File: src/rtl/pc_seq_pkg.sv
// Shared types for the program-counter sequencer: per-cycle operation
// encoding and the priority resolver used by the sequencer and decode checks.
package pc_seq_pkg;

  typedef enum logic [2:0] {
    PC_HOLD,
    PC_INC,
    PC_BRANCH,
    PC_CALL,
    PC_RET,
    PC_IRQ
  } pc_op_t;

  // Priority: stall > irq > ret > call > branch > increment (reset handled by the flops).
  function automatic pc_op_t resolve_op(
    input logic stall,
    input logic irq,
    input logic ret,
    input logic call,
    input logic branch
  );
    if (stall)       return PC_HOLD;
    else if (irq)    return PC_IRQ;
    else if (ret)    return PC_RET;
    else if (call)   return PC_CALL;
    else if (branch) return PC_BRANCH;
    else             return PC_INC;
  endfunction

endpackage

File: src/rtl/pc_sequencer_ret_stack.sv
// Return-address LIFO: push/pop with full/empty flags; only the count is reset,
// entry contents are don't-care until written.
module ret_stack #(
  parameter int unsigned DEPTH = 4,
  parameter int unsigned WIDTH = 8
) (
  input  logic                       clk,
  input  logic                       rst,
  input  logic                       push,
  input  logic                       pop,
  input  logic [WIDTH-1:0]           push_data,
  output logic [WIDTH-1:0]           top_data,
  output logic [$clog2(DEPTH+1)-1:0] count,
  output logic                       full,
  output logic                       empty
);

  localparam int unsigned CW = $clog2(DEPTH + 1);
  localparam int unsigned IW = (DEPTH > 1) ? $clog2(DEPTH) : 1;

  logic [WIDTH-1:0] mem [0:(1 << IW) - 1];
  logic             do_push;
  logic             do_pop;

  assign full     = (count == CW'(DEPTH));
  assign empty    = (count == '0);
  assign do_push  = push & ~full;
  assign do_pop   = pop & ~empty & ~do_push;
  assign top_data = mem[IW'(count - CW'(1))];

  always_ff @(posedge clk) begin
    if (rst)          count <= '0;
    else if (do_push) count <= count + CW'(1);
    else if (do_pop)  count <= count - CW'(1);
  end

  always_ff @(posedge clk) begin
    if (!rst && do_push) mem[IW'(count)] <= push_data;
  end

endmodule

File: src/rtl/pc_sequencer.sv
// Program-counter unit: priority resolve, next-PC mux, PC register, return stack,
// sticky fault. Optional interrupt entry is built when PC_IRQ_EN is defined.
module pc_sequencer
  import pc_seq_pkg::*;
#(
  parameter int unsigned         PC_WIDTH     = 8,
  parameter int unsigned         STACK_DEPTH  = 4,
  parameter logic [PC_WIDTH-1:0] RESET_VECTOR = '0
`ifdef PC_IRQ_EN
  ,
  parameter logic [PC_WIDTH-1:0] IRQ_VECTOR   = PC_WIDTH'(8'hF0)
`endif
) (
  input  logic                i_Clk,
  input  logic                i_Reset,
  input  logic                i_Stall,
  input  logic                i_Branch,
  input  logic                i_Call,
  input  logic                i_Ret,
  input  logic [PC_WIDTH-1:0] i_Target,
  output logic [PC_WIDTH-1:0] o_PC,
  output logic [PC_WIDTH-1:0] o_PC_Plus1,
  output logic                o_Stack_Empty,
  output logic                o_Stack_Full,
  output logic                o_Fault
`ifdef PC_IRQ_EN
  ,
  input  logic                i_Irq,
  output logic                o_Irq_Ack
`endif
);

  localparam int unsigned CW = $clog2(STACK_DEPTH + 1);

  pc_op_t              op;
  logic                irq_req;
  logic [PC_WIDTH-1:0] pc_next;
  logic [PC_WIDTH-1:0] stack_top;
  logic [PC_WIDTH-1:0] push_data;
  logic [CW-1:0]       stack_count;
  logic                push;
  logic                pop;
  logic                fault_set;

`ifdef PC_IRQ_EN
  logic in_service;
  assign irq_req = i_Irq & ~in_service;
`else
  assign irq_req = 1'b0;
`endif

  assign op = resolve_op(i_Stall, irq_req, i_Ret, i_Call, i_Branch);

  assign o_PC_Plus1 = o_PC + PC_WIDTH'(1);

  // An interrupt pushes the current PC so the interrupted instruction re-executes.
  assign push      = (op == PC_CALL) || (op == PC_IRQ);
  assign pop       = (op == PC_RET);
  assign push_data = (op == PC_IRQ) ? o_PC : o_PC_Plus1;
  assign fault_set = (push && o_Stack_Full) || (pop && o_Stack_Empty);

  ret_stack #(
    .DEPTH (STACK_DEPTH),
    .WIDTH (PC_WIDTH)
  ) u_ret_stack (
    .clk       (i_Clk),
    .rst       (i_Reset),
    .push      (push),
    .pop       (pop),
    .push_data (push_data),
    .top_data  (stack_top),
    .count     (stack_count),
    .full      (o_Stack_Full),
    .empty     (o_Stack_Empty)
  );

  always_comb begin
    pc_next = o_PC;
    unique case (op)
      PC_HOLD:   pc_next = o_PC;
      PC_INC:    pc_next = o_PC_Plus1;
      PC_BRANCH: pc_next = i_Target;
      PC_CALL:   pc_next = i_Target;
      PC_RET:    pc_next = o_Stack_Empty ? o_PC_Plus1 : stack_top;
`ifdef PC_IRQ_EN
      PC_IRQ:    pc_next = IRQ_VECTOR;
`endif
      default:   pc_next = o_PC;
    endcase
  end

  always_ff @(posedge i_Clk) begin
    if (i_Reset) o_PC <= RESET_VECTOR;
    else         o_PC <= pc_next;
  end

  always_ff @(posedge i_Clk) begin
    if (i_Reset)        o_Fault <= 1'b0;
    else if (fault_set) o_Fault <= 1'b1;
  end

`ifdef PC_IRQ_EN
  always_ff @(posedge i_Clk) begin
    if (i_Reset) begin
      in_service <= 1'b0;
      o_Irq_Ack  <= 1'b0;
    end else begin
      o_Irq_Ack <= (op == PC_IRQ);
      if (op == PC_IRQ)      in_service <= 1'b1;
      else if (op == PC_RET) in_service <= 1'b0;
    end
  end
`endif

  stack_count_bound: assert property (@(posedge i_Clk) stack_count <= CW'(STACK_DEPTH));

endmodule

File: config.mk
export PLATFORM = sky130hd
export DESIGN_NAME = pc_sequencer
export DESIGN_NICKNAME = d
export VERILOG_FILES = /design/src/rtl/pc_seq_pkg.sv /design/src/rtl/pc_sequencer_ret_stack.sv /design/src/rtl/pc_sequencer.sv
export SDC_FILE = /design/constraint.sdc
export NUM_CORES = 1
export LEC_CHECK = 0
export ABC_CLOCK_PERIOD_IN_PS = 2700
export CORE_MARGIN = 3
export CORE_UTILIZATION = 53
export CTS_CLUSTER_DIAMETER = 80
export CTS_CLUSTER_SIZE = 25
export DETAILED_ROUTE_END_ITERATION = 12
export GPL_TIMING_DRIVEN = 0
export PLACE_DENSITY = 0.75
export SLEW_MARGIN = 10
export SYNTH_ARGS = -nofsm -noshare
export SYNTH_HDL_FRONTEND = slang
export SYNTH_SLANG_ARGS = --single-unit
File: constraint.sdc
create_clock -name i_Clk -period 2.7 [get_ports i_Clk]
set_clock_uncertainty 0.2 [all_clocks]
set_input_delay 0.54 -clock i_Clk [delete_from_list [all_inputs] [get_ports i_Clk]]
set_output_delay 0.54 -clock i_Clk [all_outputs]
set_load 0.02 [all_outputs]
==> flow_summary.ini <==
[run_status]
outcome = complete, no violations

[drt]
drt_wl_total_um = 4770
viasPerCell = 5.96
first_pass_iters = 4
routedWlPerCell_um = 19.2
drtIter0Drc = 97
route.vias.total = 1484
drcViolationCount = 0
postRouteAntennaNets = 0

[cells_and_area]
final_common_cell = edfxtp_1
fin_nets = 220
layout_common_cells = edfxtp_1 (32), clkdlybuf4s50_1 (24), inv_1 (12), dfxtp_1 (10), a221oi_1 (8)
drive_gt1_share_pct = 20.9
fill_cells = 278
area_delta_synth_final_pct = 22.7
diodes = 0
finish.utilization_pct = 69.5

[synthesis]
synthCells = 162
ys_warn_count = 0
ys_ff_latch = 44
yosysSeqAreaShare_pct = 55.8
synth_area_um2 = 2150
yosysUniqueCellTypes = 40
synth_fp_nets = 182
synth_area_per_cell_um2 = 13.3

[sta]
drv_slew = 0
min_period_over_period_pct = 97.8
report.final.setup_viol = 0
tightest_slew_ps = 552
fin_crit_ps = 2640
fmax_mhz = 379
slew_headroom_pct = 63.2
fin_ws_ps = 58.8
final_hold_viol_count = 0

[floorplanning]
die_h_um = 69.7
initial_utilization_pct = 56.7
die_area_um2 = 4860
fp-row-count = 22
core_area_um2 = 3800
boundaryPins = 33
die_w_um = 69.7

[critical_path]
arrival_ps = 1900
cp.required_ps = 1960
reg2regPathDepth = 6
r2r_slack_ps = 190
critPathCaptureType = output pin
timing.rr.start = u_ret_stack.count[0]
cp_max_fo = 6
setup.worst_path.start_class = flip-flop
r2r_end = u_ret_stack.mem[3][0]
worst-setup-path-type = reg2out

[worst_hold_path]
hold_end = o_Fault
min_path_type = reg2reg
hp-start = o_Fault
holdPathStages = 2

[clocking]
numCtsBuffers = 5
clock_latency_ps = 290
h-tree-depth = 2
clock-sinks = 44
clockBufferDepth = 2
cts_tree = built
clock_tree.root_cell = clkbuf_8
clk_pin_slew_ps = 80

[pwr]
power.leakage_nw = 0.967
power_density_nw_per_um2 = 593
power.total_mw = 1.57
irDropWorstVdd_v = 0.000375

[placed_design]
place.gp.congestion = 0.791
hpwlAfterDp_um = 3340
pre_cts_ws_ps = -85.3
portBuffers = 31

[global_routing]
antenna_found_initial = 0
grt_usage_pct = 20.0
grt_pass1_wl_um = 7420
grt_pass1_vias = 1511
grt_overflow_total = 0
grt_max_degree = 14

[flow_run]
cap_violations = 0
report_power, final:
| group | total (mW) | switching, mW | leakage [nW] | internal (mW) |
|---|---|---|---|---|
| Clock | 0.485 | 0.211 | 0.0552 | 0.275 |
| Sequential | 0.771 | 0.0206 | 0.391 | 0.751 |
| Combinational | 0.309 | 0.164 | 0.521 | 0.145 |
| Total | 1.57 | 0.395 | 0.967 | 1.17 |
critical path, cell delays in order, from the launching register on:
cell	delay [ps]
dfxtp_1	450
ha_2	280
inv_1	70
o21a_1	200
or2_2	300
dlygate4sd2_1	320
registers in the layout, summed over array words and instances, names as in the netlist:
register	count
o_Fault	1
o_PC	8
u_ret_stack.count	3
u_ret_stack.mem	32
cell type report:
| class | instances | area [um^2] | share of cell area, % |
|---|---|---|---|
| multi-input cells | 95 | 848 | 32.1 |
| repair buffers | 31 | 307 | 11.6 |
| flip-flops and latches | 44 | 1200 | 45.6 |
| well taps | 48 | 60.1 | 2.27 |
| plain buffers | 11 | 70.1 | 2.65 |
| inverters | 12 | 45.0 | 1.71 |
| clock inverters | 2 | 35.0 | 1.33 |
| clock buffers | 6 | 72.6 | 2.75 |
metrics by stage:
step	instance area, um^2	cells	setup TNS (ps)	hold slack, ps
global route	2640	249	-4.30	332
CTS	2630	249	0	299
detailed placement	2520	241	-1700	282
global placement	2520	241	-725	252
floorplan	2150	162	0	367
finish	2640	249	0	307
timing repair:
item / in CTS / in global routing
pin swaps: 0 / 1
hold buffers: 0 / 0
gates resized for setup: 9 / 8
setup buffers: 0 / 0
endpoints found under the setup margin: 39 / 36
worst max path at each step:
stage                                     from                    end  slack (ps)  depth (start not counted)
after global routing                   o_PC[3]          o_PC_Plus1[7]          -4                          5
after global placement                   i_Ret  u_ret_stack.mem[0][1]         -30                          4
after CTS                 u_ret_stack.count[0]  u_ret_stack.mem[3][4]         0.6                          6
final                                  o_PC[1]          o_PC_Plus1[6]          60                          5
after detailed placement                 i_Ret  u_ret_stack.mem[3][1]         -90                          4
after floorplan           u_ret_stack.count[0]  u_ret_stack.mem[0][0]         380                          6
logic make-up (layout without fill, tap and decap cells):
group | Yosys count | in the layout | synth area share (%)
XOR/XNOR | 6 | 6 | 2.44
AND/OR/NAND/NOR | 38 | 38 | 9.88
flip-flops | 44 | 44 | 55.8
AO/OA/AOI/OAI | 35 | 35 | 13.5
adder cells (fa/ha/maj) | 6 | 6 | 3.49
buffers and inverters | 23 | 62 | 5.12
multiplexers | 10 | 10 | 9.71
per-layer routing:
layer / routed length, um / GRT usage [%] / up-vias
met5: 0 / 0 / -
met4: 56 / 8.72 / 0
met3: 271 / 3.77 / 5
met2: 2410 / 33.9 / 47
met1: 2030 / 25.1 / 744
li1: - / - / 688
Yosys cell counts:
| cell | count | area (um^2) |
|---|---|---|
| a21oi_1 | 5 | 25.0 |
| clkbuf_1 | 3 | 11.3 |
| xnor2_1 | 4 | 35.0 |
| mux4_2 | 6 | 135 |
| edfxtp_1 | 32 | 961 |
| a21o_1 | 1 | 7.51 |
| ha_1 | 6 | 75.1 |
| a22oi_1 | 2 | 15.0 |
| clkbuf_8 | 1 | 13.8 |
| o21ba_1 | 1 | 10.0 |
| o21ai_0 | 4 | 20.0 |
| nor2_1 | 2 | 7.51 |
| nand3_1 | 4 | 20.0 |
| mux2_2 | 1 | 11.3 |
| or3_1 | 1 | 6.26 |
| nand2b_1 | 2 | 12.5 |
| o21a_1 | 3 | 22.5 |
| a211o_1 | 2 | 17.5 |
| nand2_1 | 6 | 22.5 |
| buf_4 | 2 | 15.0 |
| dfxtp_1 | 12 | 240 |
| nor3_2 | 1 | 10.0 |
| and2_1 | 5 | 31.3 |
| inv_1 | 12 | 45.0 |
| o21ba_4 | 1 | 16.3 |
| nor4_1 | 1 | 6.26 |
| a221oi_2 | 4 | 60.1 |
| and3b_1 | 1 | 8.76 |
| nor3_1 | 5 | 25.0 |
| a31oi_1 | 2 | 12.5 |
| buf_2 | 5 | 25.0 |
| a221oi_1 | 8 | 70.1 |
| or2_2 | 6 | 37.5 |
| nor2_2 | 1 | 6.26 |
| nand4_1 | 1 | 6.26 |
| mux2i_1 | 1 | 10.0 |
| mux4_1 | 2 | 52.6 |
| xor2_1 | 2 | 17.5 |
| nor2b_1 | 2 | 12.5 |
| o21bai_1 | 2 | 15.0 |
Note: power is estimated with default switching activity, not from simulation.
